<file path="src/rtl/prog_sequencer.sv">
// Purpose: fetch sequencer owning the program counter, a writable branch-target LUT, the ALU flags and the req/done run handshake.
// Latency: prog_ctr and the flags update one cycle after the executing instruction; the LUT reads combinationally and writes on the clock edge.
// Backpressure: stall freezes the PC, the flags and the state for that cycle, and the branch and flag inputs are ignored while it is high.
//
// Ports:
//   clk, reset          rising-edge clock; asynchronous active-low reset
//   req / done          start request (sampled in IDLE and DONE) / run finished
//   prog_ctr            current instruction address (D bits)
//   instr_valid         instruction at prog_ctr executes this cycle
//   stall               hold PC, flags and state
//   absjump_en          branch to lut[lut_idx]
//   reljump_en          branch to prog_ctr + lut[lut_idx]
//   cond                condition select for both branch types
//   lut_idx             LUT read index
//   lut_wr_en           LUT write strobe
//   lut_wr_idx          LUT write index
//   lut_wr_data         LUT write data
//   zero_i/pari_i/sc_i  ALU flag inputs
//   flag_en/sc_clr/sc_en  flag load controls
//   zeroQ/pariQ/scQ     registered flags
module prog_sequencer #(
  parameter int D         = 12,
  parameter int L         = 5,
  parameter int HALT_ADDR = 128
) (
  input  logic         clk,
  input  logic         reset,
  input  logic         req,
  output logic         done,
  output logic [D-1:0] prog_ctr,
  output logic         instr_valid,
  input  logic         stall,
  input  logic         absjump_en,
  input  logic         reljump_en,
  input  logic [1:0]   cond,
  input  logic [L-1:0] lut_idx,
  input  logic         lut_wr_en,
  input  logic [L-1:0] lut_wr_idx,
  input  logic [D-1:0] lut_wr_data,
  input  logic         zero_i,
  input  logic         pari_i,
  input  logic         sc_i,
  input  logic         flag_en,
  input  logic         sc_clr,
  input  logic         sc_en,
  output logic         zeroQ,
  output logic         pariQ,
  output logic         scQ
);

  localparam int           DEPTH   = 1 << L;
  localparam logic [D-1:0] HALT_PC = D'(HALT_ADDR);

  typedef enum logic [1:0] {
    ST_IDLE = 2'd0,
    ST_RUN  = 2'd1,
    ST_DONE = 2'd2
  } state_t;

  state_t       state_q, state_d;
  logic [D-1:0] pc_q, pc_d;
  logic         zero_q, zero_d;
  logic         pari_q, pari_d;
  logic         sc_q, sc_d;
  logic [D-1:0] lut_q [DEPTH];
  logic [D-1:0] lut_d [DEPTH];

  logic [D-1:0] lut_rd;
  logic         at_halt;
  logic         exec;
  logic         cond_ok;

  // The branch target comes from the LUT state before this cycle's write.
  // A target written in the same cycle is therefore seen one cycle later.
  assign lut_rd  = lut_q[lut_idx];
  assign at_halt = (pc_q == HALT_PC);
  assign exec    = (state_q == ST_RUN) && !stall && !at_halt;

  assign instr_valid = exec;
  assign done        = (state_q == ST_DONE);
  assign prog_ctr    = pc_q;
  assign zeroQ       = zero_q;
  assign pariQ       = pari_q;
  assign scQ         = sc_q;

  always_comb begin
    cond_ok = 1'b1;
    case (cond)
      2'b00:   cond_ok = 1'b1;
      2'b01:   cond_ok = zero_q;
      2'b10:   cond_ok = !zero_q;
      default: cond_ok = sc_q;
    endcase
  end

  always_comb begin
    state_d = state_q;
    pc_d    = pc_q;
    zero_d  = zero_q;
    pari_d  = pari_q;
    sc_d    = sc_q;
    case (state_q)
      ST_IDLE: begin
        if (req) begin
          state_d = ST_RUN;
          pc_d    = '0;
        end
      end
      ST_RUN: begin
        // A stalled cycle holds everything, including the move to DONE.
        if (!stall) begin
          if (at_halt) begin
            state_d = ST_DONE;
          end else begin
            // Absolute wins over relative. Relative wraps modulo 2**D.
            // Because the LUT word is already D bits wide, sign extension is implicit.
            if (absjump_en && cond_ok) begin
              pc_d = lut_rd;
            end else if (reljump_en && cond_ok) begin
              pc_d = pc_q + lut_rd;
            end else begin
              pc_d = pc_q + D'(1);
            end
            if (flag_en) begin
              zero_d = zero_i;
              pari_d = pari_i;
            end
            if (sc_clr) begin
              sc_d = 1'b0;
            end else if (sc_en) begin
              sc_d = sc_i;
            end
          end
        end
      end
      ST_DONE: begin
        if (req) begin
          state_d = ST_RUN;
          pc_d    = '0;
        end
      end
      default: begin
        state_d = ST_IDLE;
        pc_d    = '0;
      end
    endcase
  end

  always_comb begin
    lut_d = lut_q;
    if (lut_wr_en) begin
      lut_d[lut_wr_idx] = lut_wr_data;
    end
  end

  always_ff @(posedge clk or negedge reset) begin
    if (!reset) begin
      state_q <= ST_IDLE;
      pc_q    <= '0;
      zero_q  <= 1'b0;
      pari_q  <= 1'b0;
      sc_q    <= 1'b0;
      for (int i = 0; i < DEPTH; i++) begin
        lut_q[i] <= '0;
      end
    end else begin
      state_q <= state_d;
      pc_q    <= pc_d;
      zero_q  <= zero_d;
      pari_q  <= pari_d;
      sc_q    <= sc_d;
      lut_q   <= lut_d;
    end
  end

endmodule

</file>
<file path="config.mk">
export PLATFORM = sky130hd
export DESIGN_NAME = prog_sequencer
export DESIGN_NICKNAME = d
export VERILOG_FILES = /design/src/rtl/prog_sequencer.sv
export SDC_FILE = /design/constraint.sdc
export NUM_CORES = 1
export LEC_CHECK = 0
export CORE_MARGIN = 2
export CORE_UTILIZATION = 40
export CTS_CLUSTER_SIZE = 16
export DETAILED_ROUTE_END_ITERATION = 12
export DONT_BUFFER_PORTS = 1
export HOLD_SLACK_MARGIN = 0.05
export SLEW_MARGIN = 20
export SYNTH_ARGS = -nofsm -noshare
export SYNTH_HDL_FRONTEND = slang
export SYNTH_SLANG_ARGS = --single-unit
export TNS_END_PERCENT = 30
</file>
<file path="constraint.sdc">
create_clock -name clk -period 3.2 [get_ports clk]
set_input_delay 0 -clock clk [delete_from_list [all_inputs] [get_ports clk]]
set_output_delay 0 -clock clk [all_outputs]
set_load 0.03 [all_outputs]
</file>
After elaboration in Yosys (flattened, before gate mapping)
Cells that the tools add are included.

operators by class
  equal/unequal tests = 9
  muxes and demuxes = 19
  reduce and logical (&&, ||, !) cells = 16
  order comparisons = 3
  bitwise gates (word level) = 4
  add/subtract/negate cells = 2

operators with widths
  cell                   count
  $bwmux 384             1
  $mux 12                8
  $bmux 12 s5            1
  $demux 12 s5           1
  $pmux 12 s2            1
  $add 12x1->12 const B  1
  $add 12x12->12         1
  $eq 12x8->1 const B    1
  $ge 6x6->1 const B     2
  $not 5->6              2
  $reduce_and 4->1       2
  $lt 6x1->1 const B     1
  $mux 2                 3
  $ne 2x2->1 const B     3
  $reduce_and 3->1       2
  $logic_and 1x1->1      5
  $eq 2x1->1 const B     2
  $eq 2x2->1 const B     2
  $logic_not 2->1        2
  $pmux 2 s2             1
  $logic_not 1->1        3
  $pmux 1 s3             1
  $mux 1                 2
  $ne 2x1->1 const B     1
  3 further kinds        4

word-level totals
  flip-flop bits (word level) = 401
  bits of input ports = 37
  output and inout bits = 17
  logic and storage cells = 90

Longest topological paths before layout
  word-level depth = 10
  depth in mapped cells = 17
  gate-level depth less buffers = 14

Least setup slack after synthesis
No wires, ideal clock.

  path type = in2reg
  start = input port lut_idx[0]
  end = register pc_q[11], in the netlist prog_ctr[11]
  library setup time = 0.124 ns
  cell stages on the path = 15
  path buffers = 3
  arrival = 3.386 ns
  data required time = 3.076 ns
  setup slack = -0.310 ns
  path through = buf_6 > buf_6 > buf_2 > mux4_2 > mux4_2 > mux2i_1 > nor2_1 > ha_1 > a21oi_1 > nor2_1 > or3_1 > a311o_1 > a21oi_1 > nor3b_1 > a211o_1

on the way
  word-level cells in the longest chain between the ends = 10

ends and longest elaborated chain
  item                                            RTL line  source
  start, declared                                 36        input logic [L-1:0] lut_idx,
  $not 5->6 (not written as such) (*)             75        assign lut_rd = lut_q[lut_idx];
  $bmux 12 s5 (*)                                 75
  $mux 12 (not written as such) (*) (2 in a row)  75
  $add 12x12->12                                  120       pc_d = pc_q + lut_rd;
  $mux 12                                         119       end else if (reljump_en && cond_ok) begin
  $mux 12 (*)                                     117       if (absjump_en && cond_ok) begin
  $mux 12 (*)                                     112       if (at_halt) begin
  $mux 12 (*)                                     111       if (!stall) begin
  $pmux 12 s2 (*)                                 102       case (state_q)
  end signal, assigned                            168       pc_q <= pc_d;
  end, declared                                   61        logic [D-1:0] pc_q, pc_d;

Every way passes the cells marked *; elsewhere a longest branch is shown, timed or not. The select of a mux whose other input is x is not followed.
A chain may end at the register's enable or synchronous reset.

Worst setup path after layout
  start = register lut_q[88] (netlist name)
  end = register pc_q[11], in the netlist prog_ctr[11]

on the way
  word-level cells in the longest chain between the ends = 9

ends and longest elaborated chain
  item                                        RTL line  source
  start, declared                             65        logic [D-1:0] lut_q [DEPTH];
  start signal, assigned                      172       lut_q <= lut_d;
  $bmux 12 s5                                 75
  $mux 12 (not written as such) (2 in a row)  75
  $add 12x12->12                              120
  $mux 12                                     119
  $mux 12                                     117
  $mux 12                                     112
  $mux 12                                     111
  $pmux 12 s2                                 102

Every way passes these cells. The select of a mux whose other input is x is not followed.

==> results.toml <==
[status]
outcome = "complete, but fails checks"
violations = "hold timing, setup timing"

[placement]
hpwl_mm = 26.2
port_buffers = 0
gp_congestion = 0.828
preCtsSetupSlack_ns = -0.357

[floorplanning]
num_rows = 79
die_area_mm2 = 0.0487
initial_core_util_pct = 40.5
die_h_um = 221
die_width_um = 221
core_mm2 = 0.0465
top_level_ports = 54

[setup_path]
cp-end-kind = "flop"
crit_fanout = 3
cp_cell_sequence = "mux4_2, mux4_2, mux2i_2, buf_4, nor2_2, ha_4, inv_1, nor2_1, or3_4, a311o_1, a21oi_2, nor3b_2, a211o_1"
cp_slowest_cell = "mux4_2"
critical_path.max_stage_delay_ns = 0.53
crit_buf_inv = 2
arrival_ns = 3.93
worstSetupStartpointType = "flop"
crit_top_cell = "mux4_2"
path_delay_family = "multiplexers"
cp.required_ns = 3.65
path_class = "flop to flop"

[synth]
synth-edff-count = 0
yosysWarnings = 0
syn_area_mm2 = 0.0188
synth_top_area_share_pct = 53.4
synth_ff_type = "dfrtp_1"
synth_area_leader_cell = "dfrtp_1"
yosysSeqAreaShare_pct = 53.4
ys_ff_latch = 401
avgSynthCellArea_um2 = 15.4
synth_cells = 1218
ys_types = 54
synthArstFlopShare_pct = 100
syn_nets = 1267
netlist_top_cells_area = "dfrtp_1, mux2_2, mux4_2"

[clock_tree]
root_buffer = "clkbuf_16"
clk_latency_ns = 0.56
tritoncts = "yes"
clock-sinks = 401
cts_buffer_depth = 3
path_clk_slew_ns = 0.07
cts_buffers = 44
htreeDepth = 2

[grt]
grt_max_degree = 402
grt_use_met1_pct = 27.6
grt_pass1_vias = 11400
grt_use_met3_pct = 2.76
grt_util_all_layers_pct = 19.6
antenna_found_initial = 1
grt_busiest_layer = "met2"
grt.met2_usage_pct = 31.9
grt_pass1_wl_mm = 70.9
overflow = 0

[route]
drc = 0
drt-total-wl_mm = 45.9
dr.pass1.iters = 4
vias_per_cell = 5.61
via_count = 10600
wl_per_cell_um = 24.2
drt-initial-drc-count = 741
antenna_left = 0

[run]
maxCapViolCount = 0

[sta]
worst_slew_pin_slew_ns = 1.11
finalHoldViolations = 401
slew_headroom_pct = 25.7
rsz0062_at_grt = "yes"
fin_skew_ns = 0.0110
setup_slack_ns = -0.277
timing.final.crit_share_pct = 109
holdWs_ns = -0.841
setup_viol = 4
slew_violations = 0
tns_ns = -0.649
post-route-min-period_ns = 3.48
timing.fmax_mhz = 288

[hold_path]
hold_path_class = "primary input to asynchronous set/reset pin"

[layout]
antenna_cells = 0
fillers = 4060
final_nets = 1307
area_growth_pct = 15.6
layout-drive-gt1-share_pct = 52.5

[power_and_ir_drop]
finalPower_w = 0.0151
cellLeakagePower_nw = 9.48
ir_drop_v = 0.000449
power.density_mw_per_mm2 = 695
## state kept, by name (all words and copies together) (netlist names)
register / count
state_q: 2
prog_ctr: 12
lut_q: 384
scQ: 1
pariQ: 1
zeroQ: 1
## cell type report
class	count	area (µm²)	area share (%)
multi-input combinational	709	8500	39.1
timing repair buffer	95	871	4.01
sequential	401	10000	46.2
inverter	7	26.3	0.121
tap	607	759	3.50
clock buffer	55	1210	5.59
clock inverter	24	312	1.43
## metrics by stage
stage / cell area (µm²) / cells / util (%)
after floorplan: 18900 / 1218 / -
after global placement: 19500 / 1769 / 42.0
after detailed placement: 19500 / 1769 / 42.0
after CTS: 21600 / 1897 / 46.5
after global routing: 21700 / 1898 / 46.7
final: 21700 / 1898 / 46.7
## final timing paths
path | start | endpoint | slack (ns) | depth (start not counted)
worst min-delay path | reset | lut_q[212]$_DFFE_PN0P_ | -0.84 | 0
worst min register to register | lut_q[300]$_DFFE_PN0P_ | lut_q[300]$_DFFE_PN0P_ | 0.50 | 1
worst max register to register | lut_q[88]$_DFFE_PN0P_ | prog_ctr[11]$_DFFE_PN0P_ | -0.28 | 13
max in group asynchronous | reset | lut_q[28]$_DFFE_PN0P_ | 3.15 | 0
min in group clk | lut_wr_data[8] | lut_q[164]$_DFFE_PN0P_ | 0.10 | 2
worst max-delay path | lut_q[88]$_DFFE_PN0P_ | prog_ctr[11]$_DFFE_PN0P_ | -0.28 | 13
## routing by layer
layer / vias to the layer above / share of wire, %
met5: - / 0.028
met2: 199 / 48
li1: 4628 / -
met3: 62 / 5.3
met1: 5758 / 45
met4: 2 / 2.1
## where the power goes
part           switching (W)  internal [W]
clock                0.00208       0.00326
sequential          0.000666       0.00610
combinational        0.00113       0.00185
## worst reg2reg max path, delay by kind of cell, from the launching register on
family / cells / cell delay [ns]
compound gates: 3 / 0.74
buf+inv: 2 / 0.23
simple gates: 4 / 0.51
flops: 1 / 0.38
mux: 3 / 1.25
fa+ha+maj: 1 / 0.24
## cells in the final DEF, fill, tap and decap left out, types with 4 or more instances in the layout
cell type / count
clkbuf_1: 5
bufinv_16: 7
clkinvlp_4: 5
ha_4: 5
clkbuf_16: 45
nor3b_1: 5
a32oi_1: 4
o21ai_0: 6
dlygate4sd3_1: 38
dfrtp_1: 401
buf_2: 5
ha_1: 6
nand3_1: 6
mux2_2: 386
mux4_2: 118
mux2i_1: 10
inv_1: 4
o21ai_1: 9
nor2_2: 10
buf_4: 46
nand2_1: 36
buf_12: 6
xnor2_1: 5
a21oi_1: 5
clkinv_2: 11
nand3b_1: 5
clkbuf_8: 5
nor3_1: 4
nor2_1: 25
## synth_stat cells, types with 7 or more instances
master    instances
mux2_2          386
a21oi_1           9
clkbuf_1         78
o21ai_0          12
nor2_1           36
mux4_2          118
nand3_1           7
dfrtp_1         401
buf_2            12
mux2i_1          14
ha_1             11
nand2_1          36
## cell families (layout without fill, tap and decap cells)
logic type,Yosys count,in the layout,share of synthesized area [%]
XOR/XNOR,9,9,0.419
multiplexers,518,518,38.0
AND/OR/NAND/NOR,116,116,2.96
flip-flops,401,401,53.4
buffers and inverters,108,181,2.46
adder cells (fa/ha/maj),12,12,0.839
AO/OA/AOI/OAI,54,54,1.92
## repair_timing
item / CTS / global route
gates resized for setup: 6 / 30
buffers inserted: 1 / 0
hold endpoints to repair: 802 / 402
hold buffers: 48 / 1
endpoints found under the setup margin: 7 / 8
pin swaps: 2 / 22
Note: power is estimated with default switching activity, not from simulation.
